`src/rtl/usb_pkt_decoder.sv`:
```
// Receive-side USB LS/FS packet decoder: PID check, token/SOF field decode, CRC5/CRC16 check,
// data payload forwarding with the trailing CRC16 held back by a 2-byte delay line.
module usb_pkt_decoder #(
  parameter int unsigned MAX_PAYLOAD = 1023
) (
  input  logic        clk,
  input  logic        reset,
  input  logic [7:0]  rx_data_i,
  input  logic        rx_valid_i,
  input  logic        rx_active_i,
  input  logic        rx_error_i,
  output logic [3:0]  pid_o,
  output logic        tok_valid_o,
  output logic [6:0]  tok_addr_o,
  output logic [3:0]  tok_endp_o,
  output logic        sof_valid_o,
  output logic [10:0] sof_frame_o,
  output logic [7:0]  dat_data_o,
  output logic        dat_valid_o,
  output logic        hsk_valid_o,
  output logic        pkt_end_o,
  output logic        pkt_ok_o,
  output logic        pid_err_o,
  output logic        crc_err_o,
  output logic        len_err_o
);

  localparam int unsigned     CntW   = $clog2(MAX_PAYLOAD + 3) + 1;
  localparam logic [CntW-1:0] CntTwo = CntW'(2);
  localparam logic [CntW-1:0] CntLen = CntW'(MAX_PAYLOAD + 2);

  typedef enum logic [2:0] {
    StIdle, StPid, StTok1, StTok2, StTend, StData, StHsk, StDrain
  } state_e;

  state_e          state_q, state_d, pid_st, st_after;
  logic            act_q, pid_good;
  logic [4:0]      crc5_q, crc5_d;
  logic [15:0]     crc16_q, crc16_d;
  logic [CntW-1:0] cnt_q, cnt_d;
  logic [7:0]      b0_q, b0_d, b1_q, b1_d, d0_q, d0_d, d1_q, d1_d;
  logic [3:0]      pid_q, pid_d;
  logic            pid_err_q, pid_err_d, crc_err_q, crc_err_d, len_err_q, len_err_d;
  logic [6:0]      tok_addr_q, tok_addr_d;
  logic [3:0]      tok_endp_q, tok_endp_d;
  logic [10:0]     sof_frame_q, sof_frame_d;
  logic [7:0]      dat_data_q, dat_data_d;
  logic            dat_valid_q, dat_valid_d, tok_valid_q, tok_valid_d;
  logic            sof_valid_q, sof_valid_d, hsk_valid_q, hsk_valid_d;
  logic            pkt_end_q, pkt_end_d, pkt_ok_q, pkt_ok_d;

  function automatic logic [4:0] crc5_byte(input logic [4:0] crc, input logic [7:0] d);
    logic [4:0] c;
    c = crc;
    for (int i = 0; i < 8; i++) begin
      c = {c[3:0], 1'b0} ^ ((c[4] ^ d[i]) ? 5'h05 : 5'h00);
    end
    return c;
  endfunction

  function automatic logic [15:0] crc16_byte(input logic [15:0] crc, input logic [7:0] d);
    logic [15:0] c;
    c = crc;
    for (int i = 0; i < 8; i++) begin
      c = {c[14:0], 1'b0} ^ ((c[15] ^ d[i]) ? 16'h8005 : 16'h0000);
    end
    return c;
  endfunction

  always_comb begin
    state_d     = state_q;
    crc5_d      = crc5_q;
    crc16_d     = crc16_q;
    cnt_d       = cnt_q;
    b0_d        = b0_q;
    b1_d        = b1_q;
    d0_d        = d0_q;
    d1_d        = d1_q;
    pid_d       = pid_q;
    pid_err_d   = pid_err_q;
    crc_err_d   = crc_err_q;
    len_err_d   = len_err_q;
    tok_addr_d  = tok_addr_q;
    tok_endp_d  = tok_endp_q;
    sof_frame_d = sof_frame_q;
    dat_data_d  = dat_data_q;
    dat_valid_d = 1'b0;
    tok_valid_d = 1'b0;
    sof_valid_d = 1'b0;
    hsk_valid_d = 1'b0;
    pkt_end_d   = 1'b0;
    pkt_ok_d    = 1'b0;
    st_after    = StIdle;

    unique case (rx_data_i[3:0])
      4'h1, 4'h5, 4'h9, 4'hD: pid_st = StTok1;
      4'h3, 4'hB:             pid_st = StData;
      4'h2, 4'hA, 4'hE:       pid_st = StHsk;
      default:                pid_st = StDrain;
    endcase
    pid_good = (rx_data_i[7:4] == ~rx_data_i[3:0]) && (pid_st != StDrain);

    if (state_q == StIdle) begin
      if (rx_active_i && !act_q) begin
        state_d   = StPid;
        pid_err_d = 1'b0;
        crc_err_d = 1'b0;
        len_err_d = 1'b0;
        crc5_d    = '1;
        crc16_d   = '1;
        cnt_d     = '0;
      end
    end else begin
      if (rx_error_i) begin
        state_d   = StDrain;
        len_err_d = 1'b1;
      end else if (rx_valid_i) begin
        unique case (state_q)
          StPid: begin
            if (pid_good) begin
              pid_d   = rx_data_i[3:0];
              state_d = pid_st;
            end else begin
              pid_err_d = 1'b1;
              state_d   = StDrain;
            end
          end
          StTok1: begin
            b0_d    = rx_data_i;
            crc5_d  = crc5_byte(crc5_q, rx_data_i);
            state_d = StTok2;
          end
          StTok2: begin
            b1_d    = rx_data_i;
            crc5_d  = crc5_byte(crc5_q, rx_data_i);
            state_d = StTend;
          end
          StTend, StHsk: begin
            state_d   = StDrain;
            len_err_d = 1'b1;
          end
          StData: begin
            crc16_d = crc16_byte(crc16_q, rx_data_i);
            if (cnt_q != '1) cnt_d = cnt_q + 1'b1;
            // Byte N leaves the delay line only once byte N+2 shows it is not CRC.
            if (cnt_q >= CntLen) begin
              len_err_d = 1'b1;
            end else if (cnt_q >= CntTwo) begin
              dat_valid_d = 1'b1;
              dat_data_d  = d0_q;
            end
            d0_d = d1_q;
            d1_d = rx_data_i;
          end
          default: ;
        endcase
      end

      if (!rx_active_i) begin
        st_after  = state_d;
        state_d   = StIdle;
        pkt_end_d = 1'b1;
        unique case (st_after)
          StPid, StTok1, StTok2: len_err_d = 1'b1;
          StTend: if (crc5_d != 5'b01100) crc_err_d = 1'b1;
          StData: begin
            if (cnt_d < CntTwo) len_err_d = 1'b1;
            else if (crc16_d != 16'h800D) crc_err_d = 1'b1;
          end
          default: ;
        endcase
        pkt_ok_d = !(pid_err_d || crc_err_d || len_err_d);
        if (pkt_ok_d) begin
          if (st_after == StTend && pid_d == 4'h5) begin
            sof_valid_d = 1'b1;
            sof_frame_d = {b1_d[2:0], b0_d};
          end else if (st_after == StTend) begin
            tok_valid_d = 1'b1;
            tok_addr_d  = b0_d[6:0];
            tok_endp_d  = {b1_d[2:0], b0_d[7]};
          end
          hsk_valid_d = (st_after == StHsk);
        end
      end
    end
  end

  always_ff @(posedge clk) begin
    if (reset) begin
      state_q     <= StIdle;
      act_q       <= 1'b1;  // a packet already in flight at reset release is not a rise
      crc5_q      <= '1;
      crc16_q     <= '1;
      cnt_q       <= '0;
      b0_q        <= '0;
      b1_q        <= '0;
      d0_q        <= '0;
      d1_q        <= '0;
      pid_q       <= '0;
      pid_err_q   <= 1'b0;
      crc_err_q   <= 1'b0;
      len_err_q   <= 1'b0;
      tok_addr_q  <= '0;
      tok_endp_q  <= '0;
      sof_frame_q <= '0;
      dat_data_q  <= '0;
      dat_valid_q <= 1'b0;
      tok_valid_q <= 1'b0;
      sof_valid_q <= 1'b0;
      hsk_valid_q <= 1'b0;
      pkt_end_q   <= 1'b0;
      pkt_ok_q    <= 1'b0;
    end else begin
      state_q     <= state_d;
      act_q       <= rx_active_i;
      crc5_q      <= crc5_d;
      crc16_q     <= crc16_d;
      cnt_q       <= cnt_d;
      b0_q        <= b0_d;
      b1_q        <= b1_d;
      d0_q        <= d0_d;
      d1_q        <= d1_d;
      pid_q       <= pid_d;
      pid_err_q   <= pid_err_d;
      crc_err_q   <= crc_err_d;
      len_err_q   <= len_err_d;
      tok_addr_q  <= tok_addr_d;
      tok_endp_q  <= tok_endp_d;
      sof_frame_q <= sof_frame_d;
      dat_data_q  <= dat_data_d;
      dat_valid_q <= dat_valid_d;
      tok_valid_q <= tok_valid_d;
      sof_valid_q <= sof_valid_d;
      hsk_valid_q <= hsk_valid_d;
      pkt_end_q   <= pkt_end_d;
      pkt_ok_q    <= pkt_ok_d;
    end
  end

  assign pid_o       = pid_q;
  assign tok_valid_o = tok_valid_q;
  assign tok_addr_o  = tok_addr_q;
  assign tok_endp_o  = tok_endp_q;
  assign sof_valid_o = sof_valid_q;
  assign sof_frame_o = sof_frame_q;
  assign dat_data_o  = dat_data_q;
  assign dat_valid_o = dat_valid_q;
  assign hsk_valid_o = hsk_valid_q;
  assign pkt_end_o   = pkt_end_q;
  assign pkt_ok_o    = pkt_ok_q;
  assign pid_err_o   = pid_err_q;
  assign crc_err_o   = crc_err_q;
  assign len_err_o   = len_err_q;

endmodule

```
`config.mk`:
```
export PLATFORM = sky130hd
export DESIGN_NAME = usb_pkt_decoder
export DESIGN_NICKNAME = d
export VERILOG_FILES = /design/src/rtl/usb_pkt_decoder.sv
export SDC_FILE = /design/constraint.sdc
export NUM_CORES = 1
export LEC_CHECK = 0
export CELL_PAD_IN_SITES_DETAIL_PLACEMENT = 1
export CELL_PAD_IN_SITES_GLOBAL_PLACEMENT = 2
export CORE_MARGIN = 5
export CORE_UTILIZATION = 34
export DETAILED_ROUTE_END_ITERATION = 8
export GPL_TIMING_DRIVEN = 0
export HOLD_SLACK_MARGIN = 0.12
export PLACE_DENSITY = 0.83
export SETUP_SLACK_MARGIN = 0.1
export SLEW_MARGIN = 5
export SYNTH_ARGS = -nofsm -noshare
export SYNTH_HDL_FRONTEND = slang
export SYNTH_SLANG_ARGS = --single-unit
```
`constraint.sdc`:
```
create_clock -name clk -period 3.7 [get_ports clk]
set_input_delay 0.555 -clock clk [delete_from_list [all_inputs] [get_ports clk]]
set_output_delay 0.555 -clock clk [all_outputs]
set_load 0.01 [all_outputs]
```
# ---- After elaboration in Yosys (flattened, before gate mapping)
# Memory sizes are Yosys's and may differ from the RTL's.
# Index checks and enable logic that the tools add are counted.
dict set report op_classes {
  add_sub_neg 1
  multipliers 0
  n_div 0
  order_cmp 3
  eq_ne 20
  n_shift 0
  mux 83
  bitwise 41
  n_reduce_logical 21
}
# operator count
set op_table {}
lappend op_table {{2-to-1 mux 16 bit} 14}
lappend op_table {{XOR 16 bit} 8}
lappend op_table {{2-to-1 mux 12 bit} 7}
lappend op_table {{2-to-1 mux 3 bit} 18}
lappend op_table {{XOR 5 x 3 -> 5 bit} 8}
lappend op_table {{2-to-1 mux 5 bit} 6}
lappend op_table {{2-to-1 mux 1 bit} 26}
lappend op_table {{2-to-1 mux 8 bit} 3}
lappend op_table {{2-to-1 mux 4 bit} 5}
lappend op_table {{equality test 3 bit, second input constant} 6}
lappend op_table {{inequality test 16 bit, second input constant} 1}
lappend op_table {{XOR 1 bit} 16}
lappend op_table {{adder 12 x 1 -> 12 bit, second input constant} 1}
lappend op_table {{equality test 3 x 2 -> 1 bit, second input constant} 4}
lappend op_table {{greater-or-equal comparator 12 x 11 -> 1 bit, second input constant} 1}
lappend op_table {{greater-or-equal comparator 12 x 2 -> 1 bit, second input constant} 1}
lappend op_table {{< comparator 12 x 2 -> 1 bit, second input constant} 1}
lappend op_table {{inequality test 12 bit, second input constant} 1}
lappend op_table {{one-hot mux 3 bit (4 select lines)} 1}
lappend op_table {{NOT 1 bit} 8}
lappend op_table {{AND reduction 4 bit} 2}
lappend op_table {{equality test 3 x 1 -> 1 bit, second input constant} 2}
lappend op_table {{one-hot mux 1 bit (2 select lines)} 3}
lappend op_table {{AND reduction 6 bit} 1}
lappend op_table {{other kinds (17)} 25}
dict set report totals {
  ff_bits 107
  latchBits 0
  ram_bits 0
  mem_bits_ro 48
  inputBits 13
  out_inout_bits 43
  word_cells 193
  memories 1
}
# memory depth word_bits read_ports rd_ports_with_merged_regs write_ports line
set memory_table {}
lappend memory_table {{(name not given)} 16 3 1 0 0 95} ;# unique case (rx_data_i[3:0])

# ---- Logic depth before layout (Yosys ltp)
# Gate-level depths: netlist of run 1.
dict set report depth {
  word_depth 38
  ltp_mapped 13
  ltp_nobuf 10
}

# ---- Least setup slack after synthesis of run 1
# Ideal clock, no wire load.
dict set report synth_path {
  kind {input-to-reg}
  start {in rx_data_i[1]}
  end {reg sof_frame_q[8], in the netlist sof_frame_o[8]}
  setup_ns 0.079
  arrival_time_ns 2.815
  t_required_ns 3.621
  slack_ns 0.806
  stages 12
  n_path_buf 2
  path_cell_list {buf_4 -> inv_1 -> ha_1 -> nand2b_1 -> a21oi_1 -> o21ai_2 -> o32a_4 -> or2_4 -> nor4b_4 -> buf_6 -> nor2_1 -> a211oi_2}
}
dict set report synth_via {
  elab_chain_cells 35
  word_cells_on_any_way 87
  cone_classes {eq/ne (10); mux (43); bitwise (27); reduce/logical (6); memory (1)}
}
# item line
set synth_rtl {}
lappend synth_rtl {{start: declaration} 8} ;# input logic [7:0] rx_data_i,
lappend synth_rtl {{XOR 1 bit} 65} ;# c = {c[14:0], 1'b0} ^ ((c[15] ^ d[i]) ? 16'h8005 : 16'h0000);
lappend synth_rtl {{2-to-1 mux 16 bit} 65}
lappend synth_rtl {{XOR 16 bit} 65}
lappend synth_rtl {{XOR 1 bit} 65}
lappend synth_rtl {{2-to-1 mux 16 bit} 65}
lappend synth_rtl {{XOR 16 bit} 65}
lappend synth_rtl {{XOR 1 bit} 65}
lappend synth_rtl {{2-to-1 mux 16 bit} 65}
lappend synth_rtl {{(+18 left out)} --}
lappend synth_rtl {{2-to-1 mux 1 bit} 168} ;# else if (crc16_d != 16'h800D) crc_err_d = 1'b1;
lappend synth_rtl {{2-to-1 mux 1 bit} 167} ;# if (cnt_d < CntTwo) len_err_d = 1'b1;
lappend synth_rtl {{one-hot mux 1 bit (2 select lines)} 163} ;# unique case (st_after)
lappend synth_rtl {{2-to-1 mux 1 bit} 159} ;# if (!rx_active_i) begin
lappend synth_rtl {{2-to-1 mux 1 bit} 103} ;# if (state_q == StIdle) begin
lappend synth_rtl {{logical OR 1 bit (2 in a row)} 172} ;# pkt_ok_d = !(pid_err_d || crc_err_d || len_err_d);
lappend synth_rtl {{NOT 1 bit (no source line)} --}
lappend synth_rtl {{AND reduction 4 bit (no source line) *} --}
lappend synth_rtl {{end signal: assignment} 229} ;# sof_frame_q <= sof_frame_d;
lappend synth_rtl {{end: declaration} 46} ;# logic [10:0] sof_frame_q, sof_frame_d;
# Every way passes the cells marked *; elsewhere a longest branch is shown, timed or not. The select of a mux whose other input is x is not followed.
# A chain may end at the register's enable or synchronous reset.

# ---- Worst setup path after layout of run 1
# Same ends and word-level chain as after synthesis.

==> metrics.txt, run 1 <==
outcome complete, no violations; Max stage delay on crit path 0.52 ns; IO Pins 56; Buffers on Ports 48; Slew HR between 40% and 50%; Initial DRT Pass Iterations 4; crit end category flop; family with the most delay on the worst path compound AO/OA/AOI/OAI gates; Final TNS setup 0 ns; ys async rst share 0%; CTS tree done; register area share after synthesis 41.3%; Total Die Area 17,800 um^2; gr usage total 17.9%; Period Utilization, post-route roughly 90%; Hold WS roughly 0.46 ns; Leak 0.00222 uW; Critical Path Source Type primary input; gr ovfl total 0; diode count 0; Tmin final ~3.4 ns; drt wl/cell 17.7 um; nets 706; Core Area 15,100 um^2; crit path max fanout 10; layout cell share with drive strength beyond 1 between 6 and 7%; width of the die 134 um; Crit path arrival time 3.60 ns; Power Total 2370 uW; number of vias per cell 5.26; Net Count, Synth 646; Clock Sink Count 107; Initial DRC Count around 220; RSZ-0062 raised after global routing yes; synth warn 0; Cell Area, Synth 5190 um^2; cells along the critical path clkdlybuf4s50_1 -> buf_4 -> inv_1 -> ha_1 -> nand2b_1 -> a21oi_1 -> o21ai_2 -> o32a_4 -> o31a_1 -> nor4b_4 -> buf_4 -> buf_6 -> nor2_1 -> a211oi_2; syn avg cell area 8.28 um^2; worst path required time 3.92 ns; Buf/Inv on CP 5; EDFF count, synth 0; htree depth 3; reg-to-reg slack, setup about 0.58 ns; Syn Inst Count 627; PwrDens 381 nW/um^2; DP HPWL 11.5 mm; f_max 296 MHz; clock skew 0.00859 ns; final hold vios 0; most common cell after layout, fill and taps aside dfxtp_1; DRC 0; Num CTS Buffers 9; final wirelength 15.5 mm; Final setup violation count 0; routability cong. 0.831; initial cell density of the core 34.4%; Cell Rows 45; total number of vias roughly 4,600; Layout area overhead 20.2%; Skew-Pair Late Insertion Delay 0.36 ns; final setup margin between 0.3 and 0.4 ns; Clock transition at path regs 0.08 ns; max_cap viols 0; Hold WC Path Type flop to flop; Yosys cell types 62; Slowest-stage cell, CP clkdlybuf4s50_1; Worst Tran Pin Value between 0.8 and 0.9 ns; Final Max Slew Viols 0; kind of critical path primary input to flop; Synth Register Bits between 100 and 150; Die Ht 134 um; Core Util, Final about two fifths; Root Driver clkbuf_16; most frequent cells in the layout dfxtp_1, nand2_1, nor2_1; vias in the first global route 4,870; CP most frequent cell buf_4; Post-Place Setup Slack -0.161 ns; first-pass GRT wire length 25.6 mm; Worst VDD drop 0.227 mV; largest net degree at the start of global routing 20; Routed Antenna Nets 0; antenna violations before repair 0; top_reg_cell synth dfxtp_1; hold_buf cts 0; Max Root-Sink Buffers 2
## synth_stat cells, types with 8 or more instances
master,number,area (um^2)
nor2_1,60,225
xnor2_1,37,324
nand2b_1,22,138
a211oi_1,8,60.1
clkbuf_1,27,101
o211ai_1,12,90.1
and3_1,8,50.1
nor3_1,12,60.1
inv_1,9,33.8
xor2_1,8,70.1
mux2i_1,17,170
a21oi_1,53,265
nand3_1,19,95.1
o21ai_0,30,150
dfxtp_1,107,2140
nand2_1,98,368
nand4_1,11,68.8
nor4_1,9,56.3
## cell type report
class / instances / area (um^2)
clock inverters: 7 / 82.6
clock buffers: 9 / 225
plain buffers: 41 / 195
well taps: 188 / 235
multi-input cells: 470 / 2840
repair buffers: 49 / 488
fillers: 1811 / 8850
inverters: 9 / 33.8
flip-flops and latches: 107 / 2140
## timing repair
item	4_1_cts	5_1_grt
endpoints found under the setup margin	0	21
setup buffers	0	1
gates resized for setup	0	4
## final timing paths
| kind | startpoint | endpoint | depth (start not counted) |
|---|---|---|---|
| max | rx_data_i[1] | sof_frame_o[8] | 14 |
| min | d0_q[2] | d0_q[2] | 2 |
| max reg2reg | state_q[1] | pkt_ok_o | 10 |
| min reg2reg | d0_q[2] | d0_q[2] | 2 |
## worst min-delay path, delay by kind of cell, from the launching register on
kind	cells	cell delay, ns
flip-flops	1	0.31
AO/OA/AOI/OAI	1	0.05
AND/OR/NAND/NOR	1	0.05
## where the power goes
part	leakage (uW)	total, uW	switching, uW	internal [uW]
clock	0.000145	1010	474	536
combinational	0.00121	208	127	81.2
sequential	0.000863	1160	2.01	1150
total	0.00222	2370	603	1770
## per-stage QoR
stage               cell area [um^2]  instances
floorplan                       5190        627
global placement                5910        863
detailed placement              5910        863
CTS                             6210        879
global route                    6240        880
finish                          6240        880
## registers in the layout, summed over array words and instances, names as in the netlist, 3 cells and up
signal       cells
crc16_q         16
cnt_q           12
sof_frame_o     11
b0_q             8
d0_q             8
d1_q             8
dat_data_o       8
tok_addr_o       7
crc5_q           5
pid_o            4
tok_endp_o       4
b1_q             3
state_q          3
## layer usage
layer | up-vias | wire length (um) | track usage [%]
met5 | - | 0 | 0
met4 | 0 | 187 | 3.89
met3 | 11 | 648 | 4.34
met2 | 84 | 7370 | 30.3
met1 | 2257 | 7340 | 23.1
li1 | 2281 | - | -
## cell families after synthesis
| family | after synthesis | share of synthesized area, % |
|---|---|---|
| xor gates and xnor gates | 47 | 8.49 |
| and+or+nand+nor | 270 | 25.7 |
| adders and majority gates | 6 | 1.45 |
| muxes | 17 | 3.28 |
| buffers and inverters | 50 | 4.36 |
| AOI/OAI and AO/OA | 130 | 15.4 |
| DFF | 107 | 41.3 |
No activity file was read; power rests on OpenSTA's default activity.
==> run 2: changes to the inputs <==
--- a/config.mk
+++ b/config.mk
@@ -7,12 +7,14 @@
 export LEC_CHECK = 0
 export CELL_PAD_IN_SITES_DETAIL_PLACEMENT = 1
 export CELL_PAD_IN_SITES_GLOBAL_PLACEMENT = 2
+export CORE_ASPECT_RATIO = 1.4
 export CORE_MARGIN = 5
 export CORE_UTILIZATION = 34
 export DETAILED_ROUTE_END_ITERATION = 8
 export GPL_TIMING_DRIVEN = 0
 export HOLD_SLACK_MARGIN = 0.12
 export PLACE_DENSITY = 0.83
+export REMOVE_ABC_BUFFERS = 1
 export SETUP_SLACK_MARGIN = 0.1
 export SLEW_MARGIN = 5
 export SYNTH_ARGS = -nofsm -noshare
==> metrics.txt, run 2 (synthesis gave the netlist of run 1 again) <==
Final setup violation count 0; Gate power share ~8.8%; routability cong. 0.854; Initial DRC Count 174; Buffers on Ports 55; RSZ-0062 raised after global routing no; Hold WC Path Type flop to flop; Clock transition at path regs 0.08 ns; Worst VDD drop 0.290 mV; outcome complete, no violations; total number of vias 4,539; DRC 0; Clock power frac 41.1%; crit end category flop; Period Utilization, post-route 90.6%; crit path max fanout 22; largest net degree at the start of global routing 82; number of vias per cell 5.31; Layout area overhead 19.9%; Cell Rows 53; Core Area 15,000 um^2; gr ovfl total 0; hold_buf cts 0; Leak approximately 0.0022 uW; placed cells approximately 840; Worst Tran Pin Value 1.23 ns; diode count 0; Hold WS 0.454 ns; PwrDens approximately 370 nW/um^2; Crit path arrival time 3.61 ns; Die Ht 156 um; final wirelength 14.8 mm; first-pass GRT wire length 24.2 mm; max_cap viols 0; DP HPWL between 10 and 15 mm; Switching Share 26.1%; Int Power approximately 1700 uW; IO Pins 56; Root Driver clkbuf_16; Num CTS Buffers 9; number of flip-flops in the largest register 16; CTS tree done; sequential share of power between 50% and 60%; initial cell density of the core between 30% and 40%; final setup margin 0.347 ns; Critical Path Source Type primary input; final hold vios 0; vias in the first global route 4,800; Sw Pwr 603 uW; fin area 6220 um^2; clock skew about 0.01 ns; drt wl/cell 17.3 um; Tmin final roughly 3.4 ns; kind of critical path primary input to flop; Placed Instance Area 5830 um^2; width of the die 114 um; Skew-Pair Late Insertion Delay 0.35 ns; gr usage total 16.8%; Max Root-Sink Buffers 2; Routed Antenna Nets 0; antenna violations before repair 0; Slew HR 17.5%; htree depth 3; worst path required time 3.95 ns; Initial DRT Pass Iterations 6; Final Max Slew Viols 0; Reg with most FFs crc16_q; nets around 680; Total Die Area around 18,000 um^2; Post-Place Setup Slack -0.904 ns; f_max 298 MHz; most common cell after layout, fill and taps aside dfxtp_1; Clock Sink Count around 110; most frequent cells in the layout dfxtp_1, nand2_1, nor2_1; layout cell share with drive strength beyond 1 6.33%; non-filler instance count after layout about 860
[run 2: cell type report]
cell class | instances | area (um^2)
clock inverters | 6 | 57.6
flip-flops and latches | 107 | 2140
multi-input cells | 471 | 2880
well taps | 192 | 240
clock buffers | 10 | 229
fillers | 1846 | 8760
repair buffers | 60 | 639
inverters | 9 | 33.8
[run 2: stage by stage]
step | total power [uW] | util [%] | setup TNS [ns]
finish | 2310 | 41.5 | 0
detailed placement | 1390 | 38.9 | -16.40
CTS | 2350 | 41.4 | 0
floorplan | 1310 | - | 0
global placement | 1380 | 38.6 | -55.37
global route | 2410 | 41.5 | 0
[run 2: worst paths after layout]
check             slack [ns]            end          from  cells past startpoint
hold / removal          0.45        d0_q[3]       d1_q[3]                      2
setup reg to reg        0.53      len_err_o    state_q[0]                      8
setup / recovery        0.35  tok_endp_o[2]  rx_data_i[2]                      9
hold reg to reg         0.45        d0_q[3]       d1_q[3]                      2
[run 2: layer usage]
metal  up-vias  GRT usage [%]  wire length, um
met5         -              0                0
met4         0           4.87              236
met3        15           4.07              559
met2        58           30.5             7650
met1      2231           19.4             6320
li1       2235              -                -
[run 2: what timing repair did]
item	4_1_cts	5_1_grt
gates resized for setup	7	6
endpoints found under the hold margin	0	0
cloned	1	0
setup endpoints to repair	22	22
buffers inserted	3	0
[run 2: worst max-delay path: stages]
cell             delay (ns)
clkdlybuf4s15_1        0.59
xor3_1                 0.59
xnor2_1                0.26
o2111ai_1              0.16
o21ai_0                0.37
o31a_1                 0.36
and4_4                 0.44
nor2_1                 0.07
a211oi_1               0.22
[run 2: power groups by stage]
stage / logic, uW / clock network, uW / registers (uW)
floorplan: 123 / 0 / 1180
global placement: 192 / 0 / 1190
detailed placement: 200 / 0 / 1190
CTS: 205 / 984 / 1160
global route: 221 / 1030 / 1160
finish: 204 / 950 / 1160
==> run 3: changes to the inputs <==
--- a/config.mk
+++ b/config.mk
@@ -13,7 +13,7 @@
 export DETAILED_ROUTE_END_ITERATION = 8
 export GPL_TIMING_DRIVEN = 0
 export HOLD_SLACK_MARGIN = 0.12
-export PLACE_DENSITY = 0.83
+export PLACE_DENSITY = 0.81
 export REMOVE_ABC_BUFFERS = 1
 export SETUP_SLACK_MARGIN = 0.1
 export SLEW_MARGIN = 5
==> metrics.txt, run 3 (synthesis gave the netlist of run 1 again) <==
PwrDens approximately 370 nW/um^2; worst path required time 3.96 ns; Worst VDD drop 0.193 mV; number of vias per cell about 5.3; Critical Path Source Type primary input; first-pass GRT wire length 24.4 mm; Buffers on Ports 55; Cell Rows 53; Final setup violation count 0; IO Pins 56; total number of vias 4,525; placed cells 835; DP HPWL 10.4 mm; diode count 0; Layout area overhead 19.3%; DRC 0; Post-Place Setup Slack -0.799 ns; antenna violations before repair 0; Max stage delay on crit path 0.52 ns; initial cell density of the core around 35%; Num CTS Buffers 9; non-filler instance count after layout roughly 860; final setup margin 0.365 ns; Hold WC Path Type flop to flop; family with the most delay on the worst path simple AND/OR/NAND/NOR gates; Slowest-stage cell, CP dlygate4sd2_1; vias in the first global route 4,787; Crit path arrival time about 3.6 ns; crit end category flop; Leak 0.00220 uW; Initial DRC Count 120; Slew HR 18.4%; Die Ht 156 um; Final Max Slew Viols 0; layout cell share with drive strength beyond 1 6.49%; final hold vios 0; Hold WS 0.454 ns; width of the die 114 um; Clock Sink Count 107; routability cong. 0.850; outcome complete, no violations; Routed Antenna Nets 0; crit path max fanout 22; Max Root-Sink Buffers 2; Total Die Area between 15,000 and 20,000 um^2; f_max 300 MHz; final wirelength about 15 mm; Reg with most FFs crc16_q; gr usage total 17.1%; CTS tree done; drt wl/cell 17.5 um; Initial DRT Pass Iterations 4; Worst Tran Pin Value 1.22 ns; Period Utilization, post-route 90.1%; max_cap viols 0; Core Area between 10,000 and 15,000 um^2; clock skew 0.00855 ns; Tmin final 3.34 ns; cells along the critical path dlygate4sd2_1 -> inv_1 -> ha_1 -> nand2b_1 -> a21oi_1 -> o21ai_2 -> nand2b_1 -> mux2i_4 -> and4_4 -> nor2_1 -> a211oi_1; Clock transition at path regs 0.08 ns; CP most frequent cell nand2b_1; gr ovfl total 0; Power Total 2310 uW; Core Util, Final between 40% and 50%; Root Driver clkbuf_16; Skew-Pair Late Insertion Delay 0.35 ns; most common cell after layout, fill and taps aside dfxtp_1; htree depth 3; most frequent cells in the layout dfxtp_1, nand2_1, nor2_1; RSZ-0062 raised after global routing no; nets 677; largest net degree at the start of global routing around 80; kind of critical path primary input to flop; number of flip-flops in the largest register 16; Buf/Inv on CP 2
## run 3: path summary, 6_finish.rpt
kind,end,slack [ns],cells past startpoint,start
max,tok_endp_o[2],0.36,11,rx_data_i[1]
min reg2reg,d0_q[0],0.45,2,d1_q[0]
min,d0_q[0],0.45,2,d1_q[0]
max reg2reg,len_err_o,0.54,8,state_q[0]
## run 3: final cells by class
class	count	area, um^2
multi-input combinational	471	2880
fill	1817	8790
clock inverter	7	61.3
timing repair buffer	60	609
clock buffer	9	225
inverter	9	33.8
tap	192	240
sequential	107	2140
## run 3: repair_timing
| action | 4_1_cts | 5_1_grt |
|---|---|---|
| endpoints found under the setup margin | 22 | 22 |
| gates resized for setup | 7 | 6 |
| setup buffers | 3 | 0 |
| hold buffers | 0 | 0 |
| gates cloned | 1 | 0 |
## run 3: power breakdown
group          total (uW)  internal (uW)  switching (uW)  leakage, uW
Combinational         202           81.0             121      0.00120
Sequential           1160           1150            5.08     0.000863
Clock                 950            471             479     0.000140
Total                2310           1700             605      0.00220
## run 3: worst reg2reg max path, stage by stage (launching register included)
cell,delay (ns)
dfxtp_1,0.77
nand2_1,0.34
nor3_2,0.62
nand3_1,0.19
nor2b_1,0.19
nor4_1,0.37
nand4_1,0.23
a21oi_1,0.24
a22o_1,0.16
## run 3: routing by layer
| metal | track usage, % | share of wire [%] | vias to the layer above |
|---|---|---|---|
| li1 | - | - | 2230 |
| met2 | 31.1 | 53 | 64 |
| met5 | 0 | 0 | - |
| met4 | 4.36 | 1.3 | 0 |
| met3 | 4.77 | 4.2 | 13 |
| met1 | 19.4 | 42 | 2218 |
## run 3: through the flow
| stage | area (um^2) | TNS (ns) |
|---|---|---|
| after CTS | 6180 | 0 |
| after detailed placement | 5820 | -15.48 |
| after global routing | 6190 | 0 |
| final | 6190 | 0 |
| after global placement | 5790 | -57.44 |
| after floorplan | 5000 | 0 |
